`src/rtl/mfr_pkg.sv`:
```
// Shared opcode and FSM state definitions for the multifunction register.
package mfr_pkg;

    localparam logic [2:0] OP_HOLD  = 3'd0;
    localparam logic [2:0] OP_LOAD  = 3'd1;
    localparam logic [2:0] OP_CLEAR = 3'd2;
    localparam logic [2:0] OP_INC   = 3'd3;
    localparam logic [2:0] OP_DEC   = 3'd4;
    localparam logic [2:0] OP_SHL   = 3'd5;
    localparam logic [2:0] OP_SHR   = 3'd6;
    localparam logic [2:0] OP_ROL   = 3'd7;

    typedef enum logic [1:0] {
        S_IDLE = 2'd0,
        S_RUN  = 2'd1,
        S_WAIT = 2'd2
    } state_t;

endpackage

```
`src/rtl/mfr_step.sv`:
```
// One update of the register: full single-cycle op, or a single 1-bit shift/rotate step.
module mfr_step
    import mfr_pkg::*;
#(
    parameter int W = 8
) (
    input  logic [2:0]   op,
    input  logic [W-1:0] outr,
    input  logic [W-1:0] operand,
    output logic [W-1:0] result,
    output logic         carry
);

    always_comb begin
        result = outr;
        carry  = 1'b0;
        case (op)
            OP_LOAD:  result = operand;
            OP_CLEAR: result = '0;
            OP_INC:   {carry, result} = {1'b0, outr} + (W+1)'(1);
            OP_DEC: begin
                result = outr - W'(1);
                carry  = (outr == '0);
            end
            OP_SHL: begin
                result = {outr[W-2:0], 1'b0};
                carry  = outr[W-1];
            end
            OP_SHR: begin
                result = {1'b0, outr[W-1:1]};
                carry  = outr[0];
            end
            OP_ROL: begin
                result = {outr[W-2:0], outr[W-1]};
                carry  = outr[W-1];
            end
            default: ;
        endcase
    end

endmodule

```
`src/rtl/nw_multifunction_register.sv`:
```
// W-bit multifunction register with soc/eoc handshake; shifts and rotates run one bit per clock.
module nw_multifunction_register
    import mfr_pkg::*;
#(
    parameter int W  = 8,
    parameter int AW = $clog2(W)
) (
    input  logic          clock,
    input  logic          reset_,
    input  logic          soc,
    input  logic [2:0]    b,
    input  logic [W-1:0]  x,
    input  logic [AW-1:0] amt,
    output logic          eoc,
    output logic [W-1:0]  z,
    output logic          cout
);

    state_t        state, state_nx;
    logic [W-1:0]  outr, outr_nx;
    logic          cout_r, cout_nx;
    logic [AW-1:0] cnt, cnt_nx;
    logic [2:0]    op, op_nx;
    logic [W-1:0]  opnd, opnd_nx;

    logic [W-1:0]  step_val;
    logic          step_c;
    logic          is_shift;

    mfr_step #(.W(W)) u_step (
        .op      (op),
        .outr    (outr),
        .operand (opnd),
        .result  (step_val),
        .carry   (step_c)
    );

    assign is_shift = (op == OP_SHL) || (op == OP_SHR) || (op == OP_ROL);

    always_comb begin
        state_nx = state;
        outr_nx  = outr;
        cout_nx  = cout_r;
        cnt_nx   = cnt;
        op_nx    = op;
        opnd_nx  = opnd;
        case (state)
            S_IDLE: begin
                if (soc) begin
                    op_nx    = b;
                    opnd_nx  = x;
                    cnt_nx   = amt;
                    state_nx = S_RUN;
                end
            end
            S_RUN: begin
                if (!is_shift) begin
                    outr_nx  = step_val;
                    cout_nx  = step_c;
                    state_nx = S_WAIT;
                end else if (cnt == '0) begin
                    // zero-length shift: register untouched, carry cleared
                    cout_nx  = 1'b0;
                    state_nx = S_WAIT;
                end else begin
                    outr_nx = step_val;
                    cout_nx = step_c;
                    cnt_nx  = cnt - AW'(1);
                    if (cnt == AW'(1))
                        state_nx = S_WAIT;
                end
            end
            S_WAIT: begin
                if (!soc)
                    state_nx = S_IDLE;
            end
            default: state_nx = S_IDLE;
        endcase
    end

    always_ff @(posedge clock or negedge reset_) begin
        if (!reset_) begin
            state  <= S_IDLE;
            outr   <= '0;
            cout_r <= 1'b0;
            cnt    <= '0;
        end else begin
            state  <= state_nx;
            outr   <= outr_nx;
            cout_r <= cout_nx;
            cnt    <= cnt_nx;
        end
    end

    // Latched command operands are only consumed in RUN, so they need no reset.
    always_ff @(posedge clock) begin
        op   <= op_nx;
        opnd <= opnd_nx;
    end

    assign eoc  = (state == S_IDLE);
    assign z    = outr;
    assign cout = cout_r;

endmodule

```
`config.mk`:
```
export PLATFORM = sky130hd
export DESIGN_NAME = nw_multifunction_register
export DESIGN_NICKNAME = d
export VERILOG_FILES = /design/src/rtl/mfr_pkg.sv /design/src/rtl/mfr_step.sv /design/src/rtl/nw_multifunction_register.sv
export SDC_FILE = /design/constraint.sdc
export NUM_CORES = 1
export LEC_CHECK = 0
export BUFFER_PORTS_ARGS = -buffer_cell sky130_fd_sc_hd__buf_2
export CORE_UTILIZATION = 50
export CTS_BUF_LIST = sky130_fd_sc_hd__clkbuf_2
export DETAILED_ROUTE_END_ITERATION = 7
export GPL_ROUTABILITY_DRIVEN = 0
export PLACE_DENSITY = 0.74
export SLEW_MARGIN = 10
export SYNTH_ARGS = -nofsm -noshare
export SYNTH_HDL_FRONTEND = slang
export SYNTH_SLANG_ARGS = --single-unit
```
`constraint.sdc`:
```
create_clock -name clock -period 3.3 [get_ports clock]
set_input_delay 0.99 -clock clock [delete_from_list [all_inputs] [get_ports clock]]
set_output_delay 0.99 -clock clock [all_outputs]
set_load 0.1 [all_outputs]
```
==> results.rst <==
.. list-table::
   :header-rows: 1

   * - Metric
     - Value
   * - Outcome
     - finished, final reports clean
   * - CTS tree
     - yes
   * - Total die area
     - 3750 um2
   * - Internal portion of total power
     - 0.000822 W
   * - Number of I/O port buffers
     - 26
   * - Leading register cell type out of synthesis
     - sky130_fd_sc_hd__dfrtp_1
   * - List of cells traversed by the critical path
     - buf_2
   * - Fmax
     - 392 MHz
   * - Detailed-route via count
     - 1,479
   * - Count of flip-flops with a built-in enable after synthesis
     - 11
   * - Number of fill cells in the layout
     - 312
   * - Clock network fraction of total power
     - 6.6%
   * - Buf/Inv on CP
     - 1
   * - Clk sink count
     - 25
   * - Number of cell rows
     - 21
   * - Switching pwr
     - 0.00114 W
   * - CP Launch Type
     - flip-flop
   * - Residual overflow from global routing
     - 0
   * - CTS root buf
     - sky130_fd_sc_hd__clkbuf_2
   * - Detailed-routing iteration count for the pre-antenna-repair pass
     - 4
   * - WL/cell
     - 14.7 um
   * - Largest vdd supply drop
     - 0.000502 V
   * - Via-per-instance ratio
     - 5.92
   * - WL final
     - 3.69 mm
   * - Power density normalized to cell area
     - 1050 nW/um2
   * - Effective utilization at floorplan
     - 52.5%
   * - Antenna-violating nets left
     - 0
   * - Levels on crit path
     - 1
   * - Slack of the worst reg-to-reg path
     - 1.10 ns
   * - Cell family with most CP delay
     - flip-flops
   * - Overall routing resource usage
     - 22.0%
   * - Max-Slew Margin vs Limit
     - 46.0%
   * - Ys async rst share
     - 56.0%
   * - Synthesized netlist net count
     - 212
   * - Yosys reg bits
     - 25
   * - Synthesized instance count
     - 189
   * - Worst hold margin
     - 0.472 ns
   * - Transition time of the tightest slew-check pin
     - 0.810 ns
   * - Largest fanout of any net on the critical path
     - 14
   * - Pin count of the biggest net entering global routing
     - 22
   * - HP Class
     - in -> async
   * - Fraction of final layout cells with drive strength greater than 1
     - 20.6%
   * - Antenna violations before repair
     - 0
   * - Ant diodes
     - 0
   * - Min Tclk post-route
     - 2.55 ns
   * - Buffers from clock root to sink, at most
     - 2
   * - Distinct cell type count of the synthesized netlist
     - 53
   * - Post-detailed-placement half-perimeter wirelength
     - 2.65 mm
   * - Combinational share of power
     - 60.0%
   * - Largest area contributor in the synthesized netlist
     - sky130_fd_sc_hd__dfrtp_1
   * - Hold-fix buffers at CTS
     - 0
   * - Fin. Hold Viols
     - 0
   * - Pins over their slew limit
     - 0
   * - Fraction of post-synthesis cell area in the top cell type by area
     - 20.0%
   * - Number of levels in the clock H-tree
     - 1
   * - Wire length of the first global-routing pass
     - 6.14 mm
   * - Most frequent cells after synthesis
     - 18 x sky130_fd_sc_hd__nor2_1, 15 x sky130_fd_sc_hd__nand2_1, 14 x sky130_fd_sc_hd__dfrtp_1, 13 x sky130_fd_sc_hd__a21oi_1, 11 x sky130_fd_sc_hd__edfxtp_1
   * - Static power due to leakage
     - 0.776 nW
   * - Boundary Pins
     - 27
   * - Avg Cell Area, Syn
     - 9.27 um2
   * - Die Span X
     - 61.2 um
   * - Critical Path End Type
     - primary output
   * - Final setup TNS
     - 0 ns
   * - Dominant cell by count in the synthesized netlist
     - sky130_fd_sc_hd__nor2_1
   * - Drt drc
     - 0
   * - Synthesis-to-layout area growth
     - 6.21%
   * - Sequential element share of the synthesized area
     - 38.8%
   * - Period utilization
     - 77.3%
   * - Detailed Route Iter0 Violations
     - 105
   * - Worst clock skew on the final layout
     - 0.0134 ns
   * - Height of the chip
     - 61.2 um
   * - Crit path kind
     - reg -> out
   * - Netlist area before placement
     - 1750 um2
   * - Clock Latency Late Sink
     - 0.36 ns
   * - Number of setup violations in the final report
     - 0
   * - Worst Reg-to-Reg Cells
     - 5
   * - Yosys Warn Count
     - 0
   * - Total Nets Final
     - 228
   * - Dominant cells by area after synthesis
     - sky130_fd_sc_hd__dfrtp_1 20%, sky130_fd_sc_hd__edfxtp_1 19%, sky130_fd_sc_hd__ha_1 4.3%, sky130_fd_sc_hd__nor2_1 3.9%, sky130_fd_sc_hd__a21oi_1 3.7%
   * - Max-cap violations
     - 0
   * - Biggest cell delay along the critical path
     - 0.68 ns
   * - Max stage delay cell, worst path
     - sky130_fd_sc_hd__dfrtp_1
   * - Crit path DAT
     - 1.56 ns
   * - Post-cts resize count
     - 0
   * - Total core area
     - 3340 um2
   * - Critical register-to-register path endpoint
     - z[3]$_DFFE_PN0P_
   * - Crit Reg-Reg Startpoint
     - op[0]$_DFFE_PP_
   * - Setup repair after global routing missed its margin
     - false
   * - TritonCTS Buffers
     - 3
   * - Buffers inserted during post-CTS setup optimization
     - 0
   * - Reg clk slew, reported paths
     - 0.27 ns
   * - Sequential share of power
     - 33.4%
   * - Via count of the first global-routing pass
     - 1,333
   * - Required time worst endpoint
     - 2.31 ns
   * - Net Sw Frac
     - 58.1%
-- sequential cells by signal, summed over array words and instances, names as in the netlist --
| register | flops |
|---|---|
| z | 8 |
| opnd | 8 |
| cout | 1 |
| state | 2 |
| cnt | 3 |
| op | 3 |
-- routing by layer --
layer | vias up | wire (um) | GRT usage [%]
li1 | 717 | - | -
met1 | 700 | 1640 | 30.0
met2 | 58 | 1790 | 36.3
met3 | 4 | 233 | 3.57
met4 | 0 | 27 | 6.17
met5 | - | 0 | 0
-- cells in the final DEF, fill, tap and decap left out, drive strengths merged, types with 4 or more instances in the layout --
master	instances
buf	28
ha	6
a21oi	13
nor3	4
or3	4
inv	7
edfxtp	11
nor2	22
dfrtp	14
o21ai	15
nand3	6
a22o	4
nor2b	5
nand2	15
-- area by class of cell --
class	instances	area, um2	area share, %
multi-input combinational	140	930	49.9
timing repair buffer	28	145	7.80
inverter	7	26.3	1.41
clock inverter	1	7.51	0.403
sequential	25	681	36.6
tap	46	57.6	3.09
clock buffer	3	15.0	0.806
-- stage by stage --
stage	instance area, um2	utilization [%]	setup slack, ns	power, W	instances
floorplan	1750	-	0.645	0.00167	189
global placement	1840	55.1	1.13	0.00181	246
detailed placement	1840	55.1	1.06	0.00183	246
CTS	1860	55.8	0.769	0.00196	250
global route	1860	55.8	0.669	0.00209	250
finish	1860	55.8	0.750	0.00196	250
-- worst max-delay path by stage --
stage / startpoint / slack, ns / to
floorplan: state[1]$_DFFE_PN0P_ / 0.64 / eoc
global placement: soc / 1.13 / cnt[0]$_DFFE_PN0P_
detailed placement: soc / 1.06 / cnt[0]$_DFFE_PN0P_
CTS: z[2]$_DFFE_PN0P_ / 0.77 / z[2]
global route: z[2]$_DFFE_PN0P_ / 0.67 / z[2]
finish: z[2]$_DFFE_PN0P_ / 0.75 / z[2]
-- power by group through the flow --
stage,Combinational (W),Sequential [W],Clock [W]
floorplan,0.000776,0.000897,0
global placement,0.00116,0.000653,0
detailed placement,0.00117,0.000659,0
CTS,0.00118,0.000652,0.000131
global route,0.00127,0.000681,0.000142
finish,0.00118,0.000655,0.000130
-- cell families after synthesis --
logic type / share of synthesized area, %
AOI/OAI and AO/OA: 21.9
xor gates and xnor gates: 3.00
adders and majority gates: 4.28
buffers and inverters: 8.14
DFF: 38.8
muxes: 1.71
and+or+nand+nor: 22.1
Power figures use the tool's default switching activity.
